**src/rtl/dice_pkg.sv**
```systemverilog
// Shared types and helpers for the dice match scorer.
//   state_t : match FSM states
//   idx_w   : bit width needed to index/count n items (minimum 1)
//   cnt_w   : window counter width covering the longer of the two windows
package dice_pkg;

  typedef enum logic [1:0] {
    IDLE  = 2'd0,
    SCORE = 2'd1,
    SHOW  = 2'd2,
    FINAL = 2'd3
  } state_t;

  function automatic int idx_w(input int n);
    return (n > 1) ? $clog2(n) : 1;
  endfunction

  function automatic int cnt_w(input int show_cycles, input int final_cycles);
    return idx_w((show_cycles > final_cycles) ? show_cycles : final_cycles);
  endfunction

endpackage

```
**src/rtl/btn_edge_sync.sv**
```systemverilog
// Two-flop synchroniser for one raw player button plus a release detector.
//   clk  : system clock
//   rst  : asynchronous active-high reset
//   btn  : raw, asynchronous button level
//   fall : one-cycle pulse when the synchronised button goes 1 -> 0
module btn_edge_sync (
  input  logic clk,
  input  logic rst,
  input  logic btn,
  output logic fall
);

  logic sync_1;
  logic sync_2;
  logic sync_2_d;

  always_ff @(posedge clk or posedge rst) begin
    if (rst) begin
      sync_1   <= 1'b0;
      sync_2   <= 1'b0;
      sync_2_d <= 1'b0;
    end else begin
      // NOTE: non-blocking assignments make the three flops shift in
      // parallel; blocking ones would collapse the chain into one stage.
      sync_1   <= btn;
      sync_2   <= sync_1;
      sync_2_d <= sync_2;
    end
  end

  // Combinational pulse so the arming edge reaches the FSM one cycle sooner.
  assign fall = sync_2_d & ~sync_2;

endmodule

```
**src/rtl/dice_match_scorer.sv**
```systemverilog
// N-player dice match scorer.
// Players arm by releasing their start button; when every player is armed a
// round is scored (unique highest die earns +1, saturating). A SHOW window
// follows, at whose end the displayed scores update; if the leader is at least
// WIN_MARGIN ahead of the runner-up a FINAL window announces the winner and
// the match scores clear afterwards.
//   clk          : system clock
//   rst          : asynchronous active-high reset
//   start        : raw player buttons, release arms the player
//   dice         : packed dice, player i at [i*DICE_W +: DICE_W]
//   score        : displayed scores, player i at [i*SCORE_W +: SCORE_W]
//   armed        : per-player armed flags
//   round_active : high during SHOW and FINAL
//   is_final     : high during FINAL
//   finish       : high in the last FINISH_LEAD cycles of SHOW/FINAL
//   winner       : match winner index, valid while is_final
module dice_match_scorer
  import dice_pkg::*;
#(
  parameter int N_PLAYERS    = 2,
  parameter int DICE_W       = 4,
  parameter int SCORE_W      = 4,
  parameter int WIN_MARGIN   = 2,
  parameter int SHOW_CYCLES  = 3_000_000,
  parameter int FINAL_CYCLES = 5_000_000,
  parameter int FINISH_LEAD  = 100
) (
  input  logic                           clk,
  input  logic                           rst,
  input  logic [N_PLAYERS-1:0]           start,
  input  logic [N_PLAYERS*DICE_W-1:0]    dice,
  output logic [N_PLAYERS*SCORE_W-1:0]   score,
  output logic [N_PLAYERS-1:0]           armed,
  output logic                           round_active,
  output logic                           is_final,
  output logic                           finish,
  output logic [idx_w(N_PLAYERS)-1:0]    winner
);

  localparam int IW    = idx_w(N_PLAYERS);
  localparam int CNT_W = cnt_w(SHOW_CYCLES, FINAL_CYCLES);

  localparam logic [CNT_W-1:0] SHOW_LAST  = CNT_W'(SHOW_CYCLES - 1);
  localparam logic [CNT_W-1:0] FINAL_LAST = CNT_W'(FINAL_CYCLES - 1);
  localparam logic [CNT_W-1:0] SHOW_FIN   = CNT_W'(SHOW_CYCLES - FINISH_LEAD);
  localparam logic [CNT_W-1:0] FINAL_FIN  = CNT_W'(FINAL_CYCLES - FINISH_LEAD);
  localparam logic [SCORE_W-1:0] SCORE_MAX = {SCORE_W{1'b1}};

  if (FINISH_LEAD >= SHOW_CYCLES || FINISH_LEAD >= FINAL_CYCLES) begin : g_bad_lead
    $error("dice_match_scorer: FINISH_LEAD must be below SHOW_CYCLES and FINAL_CYCLES");
  end
  if (N_PLAYERS < 2 || N_PLAYERS > 8) begin : g_bad_players
    $error("dice_match_scorer: N_PLAYERS must be 2..8");
  end

  state_t state;
  state_t state_next;

  logic [CNT_W-1:0]   cnt;
  logic [N_PLAYERS-1:0] fall;
  logic [SCORE_W-1:0] score_int [N_PLAYERS];
  logic [DICE_W-1:0]  die       [N_PLAYERS];

  // Round search results.
  logic [DICE_W-1:0]  die_max;
  logic [IW-1:0]      die_idx;
  logic [3:0]         die_hits;
  // Match search results.
  logic [SCORE_W-1:0] sc_max;
  logic [SCORE_W-1:0] sc_second;
  logic [IW-1:0]      sc_idx;
  logic [SCORE_W-1:0] lead;
  logic               lead_ok;

  for (genvar i = 0; i < N_PLAYERS; i++) begin : g_player
    btn_edge_sync u_sync (
      .clk  (clk),
      .rst  (rst),
      .btn  (start[i]),
      .fall (fall[i])
    );
    assign die[i] = dice[i*DICE_W +: DICE_W];
  end

  // Highest die, first holder and how many players share it.
  always_comb begin
    die_max  = '0;
    die_idx  = '0;
    die_hits = '0;
    for (int i = 0; i < N_PLAYERS; i++) begin
      if (die[i] > die_max) begin
        die_max = die[i];
        die_idx = IW'(i);
      end
    end
    for (int i = 0; i < N_PLAYERS; i++) begin
      if (die[i] == die_max) die_hits = die_hits + 4'd1;
    end
  end

  // Leader, runner-up and lead; a tie at the top yields a zero lead because
  // the second holder of the max becomes the runner-up.
  always_comb begin
    sc_max    = '0;
    sc_idx    = '0;
    sc_second = '0;
    for (int i = 0; i < N_PLAYERS; i++) begin
      if (score_int[i] > sc_max) begin
        sc_max = score_int[i];
        sc_idx = IW'(i);
      end
    end
    for (int i = 0; i < N_PLAYERS; i++) begin
      if (IW'(i) != sc_idx && score_int[i] > sc_second) sc_second = score_int[i];
    end
    lead    = sc_max - sc_second;
    lead_ok = 32'(lead) >= 32'(WIN_MARGIN);
  end

  always_ff @(posedge clk or posedge rst) begin
    if (rst) state <= IDLE;
    else     state <= state_next;
  end

  always_comb begin
    // NOTE: default first so every path assigns state_next and no latch forms.
    state_next = state;
    unique case (state)
      IDLE:    if (&(armed | fall)) state_next = SCORE;
      SCORE:   state_next = SHOW;
      SHOW:    if (cnt == SHOW_LAST) state_next = lead_ok ? FINAL : IDLE;
      FINAL:   if (cnt == FINAL_LAST) state_next = IDLE;
      default: state_next = IDLE;
    endcase
  end

  always_ff @(posedge clk or posedge rst) begin
    if (rst) begin
      cnt    <= '0;
      armed  <= '0;
      score  <= '0;
      winner <= '0;
      // NOTE: the score array is a handful of flops, and a reset must drop any
      // partial match, so it is cleared here rather than left uninitialised.
      for (int i = 0; i < N_PLAYERS; i++) score_int[i] <= '0;
    end else begin
      if (state_next != state) cnt <= '0;
      else if (round_active)   cnt <= cnt + CNT_W'(1);

      unique case (state)
        IDLE: armed <= armed | fall;
        SCORE: begin
          armed <= '0;
          if (die_hits == 4'd1 && score_int[die_idx] != SCORE_MAX)
            score_int[die_idx] <= score_int[die_idx] + SCORE_W'(1);
        end
        SHOW: begin
          if (cnt == SHOW_LAST) begin
            for (int i = 0; i < N_PLAYERS; i++) score[i*SCORE_W +: SCORE_W] <= score_int[i];
            if (lead_ok) winner <= sc_idx;
          end
        end
        FINAL: begin
          if (cnt == FINAL_LAST) begin
            score  <= '0;
            winner <= '0;
            for (int i = 0; i < N_PLAYERS; i++) score_int[i] <= '0;
          end
        end
        default: ;
      endcase
    end
  end

  assign round_active = (state == SHOW) || (state == FINAL);
  assign is_final     = (state == FINAL);
  assign finish       = ((state == SHOW)  && (cnt >= SHOW_FIN)) ||
                        ((state == FINAL) && (cnt >= FINAL_FIN));

endmodule

```
**config.mk**
```make
export PLATFORM = sky130hd
export DESIGN_NAME = dice_match_scorer
export DESIGN_NICKNAME = d
export VERILOG_FILES = /design/src/rtl/dice_pkg.sv /design/src/rtl/btn_edge_sync.sv /design/src/rtl/dice_match_scorer.sv
export SDC_FILE = /design/constraint.sdc
export NUM_CORES = 1
export LEC_CHECK = 0
export BUFFER_PORTS_ARGS = -buffer_cell sky130_fd_sc_hd__buf_2
export CORE_ASPECT_RATIO = 0.7
export CORE_UTILIZATION = 65
export CTS_CLUSTER_DIAMETER = 150
export CTS_CLUSTER_SIZE = 20
export DETAILED_ROUTE_END_ITERATION = 7
export PLACE_DENSITY = 0.92
export SYNTH_ARGS = -nofsm -noshare
export SYNTH_HDL_FRONTEND = slang
export SYNTH_SLANG_ARGS = --single-unit
```
**constraint.sdc**
```tcl
create_clock -name clk -period 8.4 [get_ports clk]
set_input_delay 0.84 -clock clk [delete_from_list [all_inputs] [get_ports clk]]
set_output_delay 0.84 -clock clk [all_outputs]
set_load 0.03 [all_outputs]
```
* After elaboration in Yosys (flattened, before gate mapping) *
Index checks and enable logic that the tools add are counted.

storage, ports and cells
  bits in registers = 50
  input port bits = 12
  logic and storage cells = 98

operators by class
  bitwise logic cells = 7
  order comparisons = 10
  reduce and logical (&&, ||, !) cells = 17
  eq/ne operators = 14
  $add $sub $neg = 4
  multiplexer cells = 33

operator list
  kind                     number
  $mux W23                 2
  $mux W4                  11
  $pmux W8 S2              2
  $mux W8                  3
  $add A23 B1 Y23 const B  1
  $eq A23 B22 Y1 const B   1
  $eq A23 B23 Y1 const B   1
  $ge A23 B22 Y1 const B   1
  $ge A23 B23 Y1 const B   1
  $gt A4 B4 Y1             3
  $add A4 B1 Y4 const B    2
  $bwmux W8                1
  $eq A4 B4 Y1             2
  $gt A4 B1 Y1 const B     2
  $mux W2                  4
  $pmux W2 S4              1
  $reduce_bool A2 Y1       4
  $logic_and A1 B1 Y1      6
  $mux W1                  6
  $ne A2 B2 Y1 const B     3
  $reduce_and A3 Y1        2
  $demux W4 S1             1
  $eq A2 B2 Y1 const B     2
  $eq A4 B1 Y1 const B     1
  other kinds (18)         22

* Logic depth before layout (Yosys ltp) *
Gate-level depths: netlist of the first run.

  depth after elaboration = 16
  depth in mapped cells = 19
  depth with buffers taken out = 19

* Modules after synthesis *
From an unflattened synthesis of the first run, not the netlist that was laid out.

second synthesis, totals
  cell total of the unflattened synthesis = 341
  area total of the unflattened synthesis = 3194.3 um^2

by module, submodules not included
  module             area each (um^2)  cells an instance  instances
  dice_match_scorer  3009.1            331                1
  btn_edge_sync      92.6              5                  2

* Least setup slack after synthesis of the first run *
Ideal clock, no wire load.

  path kind = reg2reg
  start = register score_int[2] (netlist bit)
  end = register winner
  stages on the path, launching flop included = 18
  path buffers = 0
  data arrival time = 4.358 ns
  slack = 3.918 ns
  required time = 8.276 ns
  period minus slack after synthesis = 4.482 ns
  cell sequence = dfrtp_1 ha_1 and3b_1 a2111oi_0 nor2_1 nand2_1 ha_1 and3b_1 a2111oi_0 nor3_1 a21o_1 ha_1 fa_1 xor2_1 and2_0 and4_1 o211a_1 a211o_1

between the ends
  longest elaborated chain between the ends = 11
  elaborated cells on any way between the ends = 16
  classes of those cells = 1 x add/sub; 3 x order compare; 1 x eq/ne; 7 x mux; 1 x bitwise; 3 x reduce/logical

RTL lines
  element                          RTL line                  RTL
  start, declared                  dice_match_scorer.sv:61   logic [SCORE_W-1:0] score_int [N_PLAYERS];
  start signal, assigned by index  dice_match_scorer.sv:155  score_int[die_idx] <= score_int[die_idx] + SCORE_W'(1);
  $gt A4 B4 Y1                     dice_match_scorer.sv:108  if (score_int[i] > sc_max) begin
  $mux W1                          dice_match_scorer.sv:108
  $logic_and A1 B1 Y1              dice_match_scorer.sv:114  if (IW'(i) != sc_idx && score_int[i] > sc_second) sc_second = score_int[i];
  $mux W4                          dice_match_scorer.sv:114
  $gt A4 B4 Y1                     dice_match_scorer.sv:114
  $logic_and A1 B1 Y1              dice_match_scorer.sv:114
  $mux W4                          dice_match_scorer.sv:114
  $sub A4 B4 Y4                    dice_match_scorer.sv:116  lead = sc_max - sc_second;
  $ge A4 B2 Y1                     dice_match_scorer.sv:117  lead_ok = 32'(lead) >= 32'(WIN_MARGIN);
  $ne A2 B2 Y1 (no line)           n/a
  $reduce_and A4 Y1 (no line)      n/a
  end signal, assigned             dice_match_scorer.sv:160  if (lead_ok) winner <= sc_idx;
  end, declared                    dice_match_scorer.sv:37   output logic [idx_w(N_PLAYERS)-1:0] winner

Several ways; a longest one is shown, not always the timed one. The select of a mux whose other input is x is not followed.
A chain may end at the register's enable or synchronous reset.

* Worst setup path after layout of the first run *
  start = register score_int[6] (netlist bit)
  end = register state[1]

between the ends
  longest elaborated chain between the ends = 14
  elaborated cells on any way between the ends = 16
  classes of those cells = 1 x add/sub; 4 x order compare; 8 x mux; 1 x bitwise; 2 x reduce/logical

RTL lines
  element                  RTL line                                            RTL
  $gt A4 B1 Y1             dice_match_scorer.sv:108, dice_match_scorer.sv:114
  $mux W4                  dice_match_scorer.sv:108
  $gt A4 B4 Y1             dice_match_scorer.sv:108
  $mux W1                  dice_match_scorer.sv:108
  $logic_and A1 B1 Y1      dice_match_scorer.sv:114
  $mux W4                  dice_match_scorer.sv:114
  $gt A4 B4 Y1             dice_match_scorer.sv:114
  $logic_and A1 B1 Y1      dice_match_scorer.sv:114
  $mux W4                  dice_match_scorer.sv:114
  $sub A4 B4 Y4 *          dice_match_scorer.sv:116
  $ge A4 B2 Y1 *           dice_match_scorer.sv:117
  $mux W2 * (2 in series)  dice_match_scorer.sv:131                            SHOW: if (cnt == SHOW_LAST) state_next = lead_ok ? FINAL : IDLE;
  $pmux W2 S4 *            dice_match_scorer.sv:128                            unique case (state)
  net state_next[1]        dice_match_scorer.sv:57                             state_t state_next;
  end signal, assigned     dice_match_scorer.sv:122                            else state <= state_next;
  end, declared            dice_match_scorer.sv:56                             state_t state;

The timed path passes the listed nets; every way through them passes the cells marked *.

==> flow_summary.toml, run 1 <==
[run_status]
outcome = "finished clean"

[pwr]
p_per_area_nw_per_um2 = 201
p_leak_nw = 1.67
ir_worst_vdd_mv = 0.173

[setup_path]
crit_buf_inv = 2
r2r-end = "state[1]"
reg2reg_setup_slack_ps = 3130
rr_worst_depth = 19
endpoint_kind = "flop"
slowest_delay_ps = 570
crit_top_cell = "ha_1"
critPathKind = "reg2reg"
timing.rr.start = "score_int[6]"
required_ps = 8600
arrival_ps = 5470
critical_path.top_delay_family = "compound AO/OA/AOI/OAI gates"
path_cells = "inv_1 -> ha_1 -> and3b_1 -> a2111oi_0 -> nor2_1 -> nand2_1 -> ha_1 -> and3b_1 -> a2111oi_0 -> nor3_1 -> a21o_1 -> ha_1 -> fa_1 -> xor2_1 -> and2_0 -> inv_1 -> a211oi_1 -> nor2_1 -> o31a_1"
worst-path-max-fanout = 8
critPathLaunchType = "flop"
cpMaxStageDelayCell = "a2111oi_0"

[min_path]
min-delay-start = "g_player[0].u_sync.sync_1"
hold_path_class = "reg2reg"
hold_end = "g_player[0].u_sync.sync_2"
min_path_cells = 0

[cells_and_area]
nets = 386
drive_above_1_share_pct = 14.0
num_antenna_cells = 0
area_delta_synth_final_pct = 7.50

[cts]
cts_sinks = 50
root_buffer = "clkbuf_8"
ctsHoldBuffers = 0
cts.clk_slew.worst_paths_ps = 100
cts_resized = 0
cts_max_path_buffers = 2
cts-buffers-inserted = 5
cts_setup_buffers = 0
htreeDepth = 2
insertion_delay_ps = 320
cts_tree = "built"

[drt]
wire_per_inst_um = 16.9
drc = 0
dr.pass1.iters = 5
routed_via_density = 6.44
drtAntennaViolNets = 0
wl_mm = 6.93
num_vias = 2648
dr.first_iter.drc_count = 226

[yosys]
ys_seq_area_share_pct = 39.5
yosys-top-cells-area = "dfrtp_1 (39%), ha_1 (7.1%), xor2_1 (6.1%)"
syn_nets = 367
synth.cell_area_um2 = 3170
synth-edff-count = 0
synth.avg_cell_area_um2 = 9.43
ys.flop_type = "dfrtp_1"
synth_top_cell_by_area = "dfrtp_1"
postSynthCellCount = 336
yosysUniqueCellTypes = 63
async_flop_share_pct = 100
synth_warnings = 0
synth_seq_cells = 50
synth_commonest_cells = "dfrtp_1 (50), nor2_1 (40), nand2_1 (28)"
yosysMostFrequentCell = "dfrtp_1"
synth_top_area_share_pct = 39.5

[die]
dieArea_um2 = 5160
pin_count = 26
die_w_um = 85.5
die_height_um = 60.4
core_area_um2 = 4500
initial_utilization_pct = 70.4
num_rows = 20

[global_routing]
track_usage_pct = 28.9
antenna_found_initial = 0
grt_pass1_wl_mm = 11.2
grt_max_degree = 51
first_global_vias = 2240
gr-total-overflow = 0

[sta]
tns_ps = 0
final-hold-violation-count = 0
report.final.slew_viol_count = 0
rsz0062_at_grt = "no"
max_freq_ghz = 0.190
worstMarginPinSlew_ps = 1010
layout_min_cycle_time_ps = 5270
layout_setup_ws_ps = 3130
fin_skew_ps = 13.3
post-route-period-util_pct = 62.8
setup_viol = 0
relSlewSlack_pct = 32.9

[placed_design]
io_buffers = 25
place_congestion = 0.873
dp_slack_ps = 3290
dp_hpwl_mm = 5.02

[job]
maxCapViolCount = 0
## layout by cell type (no fill, tap or decap), types with 3 or more instances in the layout
cell,count
a21oi_1,10
nand3_1,21
xor2_1,22
a2111oi_0,3
inv_1,15
dfrtp_1,50
a22o_1,8
nor3_1,6
a31oi_1,5
nor2b_1,6
nand4_1,9
o31ai_1,3
nor2_1,40
ha_1,18
and2_1,4
clkbuf_8,5
and3_1,6
a21o_1,4
nand2_1,28
buf_2,25
or3_1,3
o21ai_0,7
xnor2_1,7
a211o_1,3
## worst register-to-register path, cell delays in order (launching register included)
cell	delay, ps
dfrtp_1	460
inv_1	110
ha_1	310
and3b_1	180
a2111oi_0	570
nor2_1	270
nand2_1	150
ha_1	260
and3b_1	190
a2111oi_0	540
nor3_1	180
a21o_1	220
ha_1	200
fa_1	380
xor2_1	130
and2_0	210
inv_1	70
a211oi_1	330
nor2_1	130
o31a_1	250
## worst max-delay path by stage
stage                 startpoint        to  slack (ps)  depth (start not counted)
detailed placement  score_int[6]  state[1]        3290                         19
global route        score_int[6]  state[1]        2610                         19
global placement    score_int[2]    winner        3580                         17
finish              score_int[6]  state[1]        3130                         19
CTS                 score_int[6]  state[1]        3180                         19
floorplan           score_int[2]    winner        3920                         17
## power by group
part	switching [mW]	internal, mW	leakage, nW	total, mW
clock	0.0846	0.0903	0.0587	0.175
sequential	0.0490	0.267	0.646	0.316
combinational	0.123	0.0726	0.968	0.195
## cells by family (layout without fill, tap and decap cells)
logic type,count (synthesis),after routing,synth area share (%)
xor+xnor,29,29,8.01
simple gates,142,142,24.1
fa+ha+maj,19,19,7.74
flops,50,50,39.5
mux,2,2,0.671
buf+inv,30,50,4.30
compound gates,64,64,15.7
## flip-flops by register name, summed over array words and instances (netlist names)
signal / cells
armed: 2
cnt: 23
g_player.u_sync.sync_1: 2
g_player.u_sync.sync_2: 2
g_player.u_sync.sync_2_d: 2
score: 8
score_int: 8
state: 2
winner: 1
## metrics by stage
step / power (mW) / hold slack (ps) / area (um2) / instances / utilization, %
2_1_floorplan: 0.467 / 331 / 3170 / 336 / -
4_1_cts: 0.685 / 363 / 3410 / 411 / 75.6
6_report: 0.686 / 361 / 3410 / 411 / 75.6
3_5_place_dp: 0.512 / 336 / 3290 / 403 / 73.1
3_3_place_gp: 0.505 / 332 / 3290 / 403 / 73.1
5_1_grt: 0.724 / 376 / 3410 / 411 / 75.6
## metal layers
layer	share of wire, %	GRT usage (%)	wire length, um
met1	49	45.5	3420
met2	41	41.3	2860
met3	8.7	6.12	603
met4	0.69	6.19	48
met5	0	0	0
## area by class of cell
| class | count | area [um2] |
|---|---|---|
| timing repair buffer | 25 | 125 |
| tap | 55 | 68.8 |
| clock inverter | 3 | 47.5 |
| multi-input combinational | 256 | 1780 |
| inverter | 17 | 63.8 |
| sequential | 50 | 1250 |
| fill | 313 | 1100 |
| clock buffer | 5 | 68.8 |
No activity file was read; power rests on OpenSTA's default activity.
==> run 2: changes to the inputs <==
--- a/config.mk
+++ b/config.mk
@@ -7,11 +7,11 @@
 export LEC_CHECK = 0
 export BUFFER_PORTS_ARGS = -buffer_cell sky130_fd_sc_hd__buf_2
 export CORE_ASPECT_RATIO = 0.7
-export CORE_UTILIZATION = 65
+export CORE_UTILIZATION = 60
 export CTS_CLUSTER_DIAMETER = 150
 export CTS_CLUSTER_SIZE = 20
 export DETAILED_ROUTE_END_ITERATION = 7
-export PLACE_DENSITY = 0.92
+export PLACE_DENSITY = 0.86
 export SYNTH_ARGS = -nofsm -noshare
 export SYNTH_HDL_FRONTEND = slang
 export SYNTH_SLANG_ARGS = --single-unit
==> constraint.sdc (replaced) <==
create_clock -name clk -period 5.2 [get_ports clk]
set_input_delay 0.52 -clock clk [delete_from_list [all_inputs] [get_ports clk]]
set_output_delay 0.52 -clock clk [all_outputs]
set_load 0.03 [all_outputs]
==> run 2 against run 1 <==
  * Cell count increased by 4.9%
  * Register-to-register slack got worse by 2900 ps
  * Count of clock-buffer cells in the layout increased by 2
  * Combinational power increased by 79%
  * Sequential power increased by 56%
  * Die area increased by 8.1%
  * Maximum frequency increased by 6.1%
  * Sequential share of layout area decreased by 0.43 points
  * Critical path type unchanged
==> flow_summary.toml, run 2 (same netlist as run 1, synthesis figures left out) <==
[run_status]
outcome = "finished clean"

[job]
maxCapViolCount = 0

[setup_path]
rr_worst_depth = 19
worst-path-max-fanout = 8
crit_top_cell = "ha_1"
slowest_delay_ps = 540
arrival_ps = 5160
path_cells = "inv_1 -> ha_1 -> and3b_1 -> a2111oi_1 -> nor2_1 -> nand2_1 -> ha_1 -> and3b_1 -> a2111oi_1 -> nor3_1 -> a21o_1 -> ha_1 -> fa_1 -> xor2_1 -> and2_0 -> inv_1 -> a211oi_1 -> nor2_1 -> o31a_1"
cpMaxStageDelayCell = "a2111oi_1"
critPathLaunchType = "flop"
required_ps = 5380
critPathKind = "reg2reg"
endpoint_kind = "flop"

[global_routing]
first_global_vias = 2366
gr-total-overflow = 0
track_usage_pct = 27.7
grt_pass1_wl_mm = 11.8
antenna_found_initial = 0
grt_max_degree = 51

[cts]
cts_tree = "built"
cts_setup_buffers = 0
htreeDepth = 2
cts_sinks = 50
cts_max_path_buffers = 2
insertion_delay_ps = 300
cts-buffers-inserted = 5
root_buffer = "clkbuf_8"
ctsHoldBuffers = 0
cts.clk_slew.worst_paths_ps = 90

[sta]
post-route-period-util_pct = 95.6
worstMarginPinSlew_ps = 1000
relSlewSlack_pct = 33.0
report.final.slew_viol_count = 0
setup_viol = 0
max_freq_ghz = 0.201
rsz0062_at_grt = "no"
final-hold-violation-count = 0
layout_min_cycle_time_ps = 4970
fin_skew_ps = 5.60
tns_ps = 0

[cells_and_area]
num_antenna_cells = 0
final_util_pct = 69.8
final_common_cell = "dfrtp_1"
layout_common_cells = "dfrtp_1 (50), nor2_1 (40), nand2_1 (28), buf_2 (25), xor2_1 (22)"
largest_reg_flops = 23
area_delta_synth_final_pct = 8.76
fillers = 410
drive_above_1_share_pct = 15.2
reg.largest.list = "cnt x23, score x8, score_int x8"
largest-register = "cnt"
nets = 392

[die]
dieArea_um2 = 5580
die_w_um = 88.9
num_rows = 21
die_height_um = 62.8
pin_count = 26
core_area_um2 = 4940
initial_utilization_pct = 64.2

[drt]
num_vias = 2619
routed_via_density = 6.08
dr.pass1.iters = 5
dr.first_iter.drc_count = 248
wire_per_inst_um = 16.4
drc = 0
wl_mm = 7.08
drtAntennaViolNets = 0

[pwr]
p_leak_nw = 1.69
p_total_mw = 1.07
ir_worst_vdd_mv = 0.156
p_per_area_nw_per_um2 = 311

[placed_design]
dp_hpwl_mm = 5.25
place_congestion = 0.908
io_buffers = 25

[min_path]
hold_path_class = "in2reg"
min_path_cells = 1
==> run 2: changes by cell type in the layout (fill, tap and decap cells not counted), sizes merged <==
cell	delta
bufinv	-1
clkbuf	+2
inv	-1
buf	+6
==> run 2: per-stage QoR <==
stage | hold slack, ps | area, um2 | instances | setup WS [ps]
after floorplan | 331 | 3170 | 336 | 718
after global placement | 337 | 3350 | 423 | 300
after detailed placement | 337 | 3350 | 423 | 245
after CTS | 312 | 3440 | 431 | 180
after global routing | 307 | 3450 | 431 | 4.11
final | 318 | 3450 | 431 | 228
==> run 2: per-layer routing <==
metal  vias up  part of all wire (%)  global-route usage (%)
met5         -                     0                       0
met4         0                  0.55                    5.65
met3         6                   7.7                    6.47
met2       117                    41                    38.3
met1      1239                    51                    43.5
li1       1257                     -                       -
==> run 2: area by class of cell <==
cell class / count / area, um2 / area share [%]
Multi-Input combinational cell: 256 / 1780 / 51.8
Sequential cell: 50 / 1250 / 36.3
Timing Repair Buffer: 31 / 170 / 4.94
Clock buffer: 7 / 86.3 / 2.50
Tap cell: 69 / 86.3 / 2.50
Inverter: 17 / 63.8 / 1.85
Clock inverter: 1 / 5.00 / 0.145
==> run 2: repair_timing <==
action,in CTS,in global routing
endpoints found under the hold margin,0,0
setup endpoints to repair,0,3
resized for setup,0,2
==> run 2: worst paths after layout <==
kind | from | to | slack, ps
hold reg to reg | g_player[1].u_sync.sync_1 | g_player[1].u_sync.sync_2 | 360
max in group asynchronous | rst | score_int[5] | 4130
min in group asynchronous | rst | cnt[18] | 450
setup reg to reg | score_int[6] | state[1] | 230
setup / recovery | score_int[6] | state[1] | 230
hold / removal | start[1] | g_player[1].u_sync.sync_1 | 320
==> run 2: worst max-delay path, delay by kind of cell (launching register included) <==
kind	cells	cell delay, ps
compound gates	5	1680
xor+xnor	1	130
fa+ha+maj	4	1140
buf+inv	2	170
flops	1	440
simple gates	7	1300
==> run 2: where the power goes <==
group          leakage (nW)  total, mW  internal, mW  switching (mW)
Clock                0.0482      0.229         0.107           0.121
Sequential            0.646      0.492         0.431          0.0610
Combinational         0.997      0.350         0.129           0.221
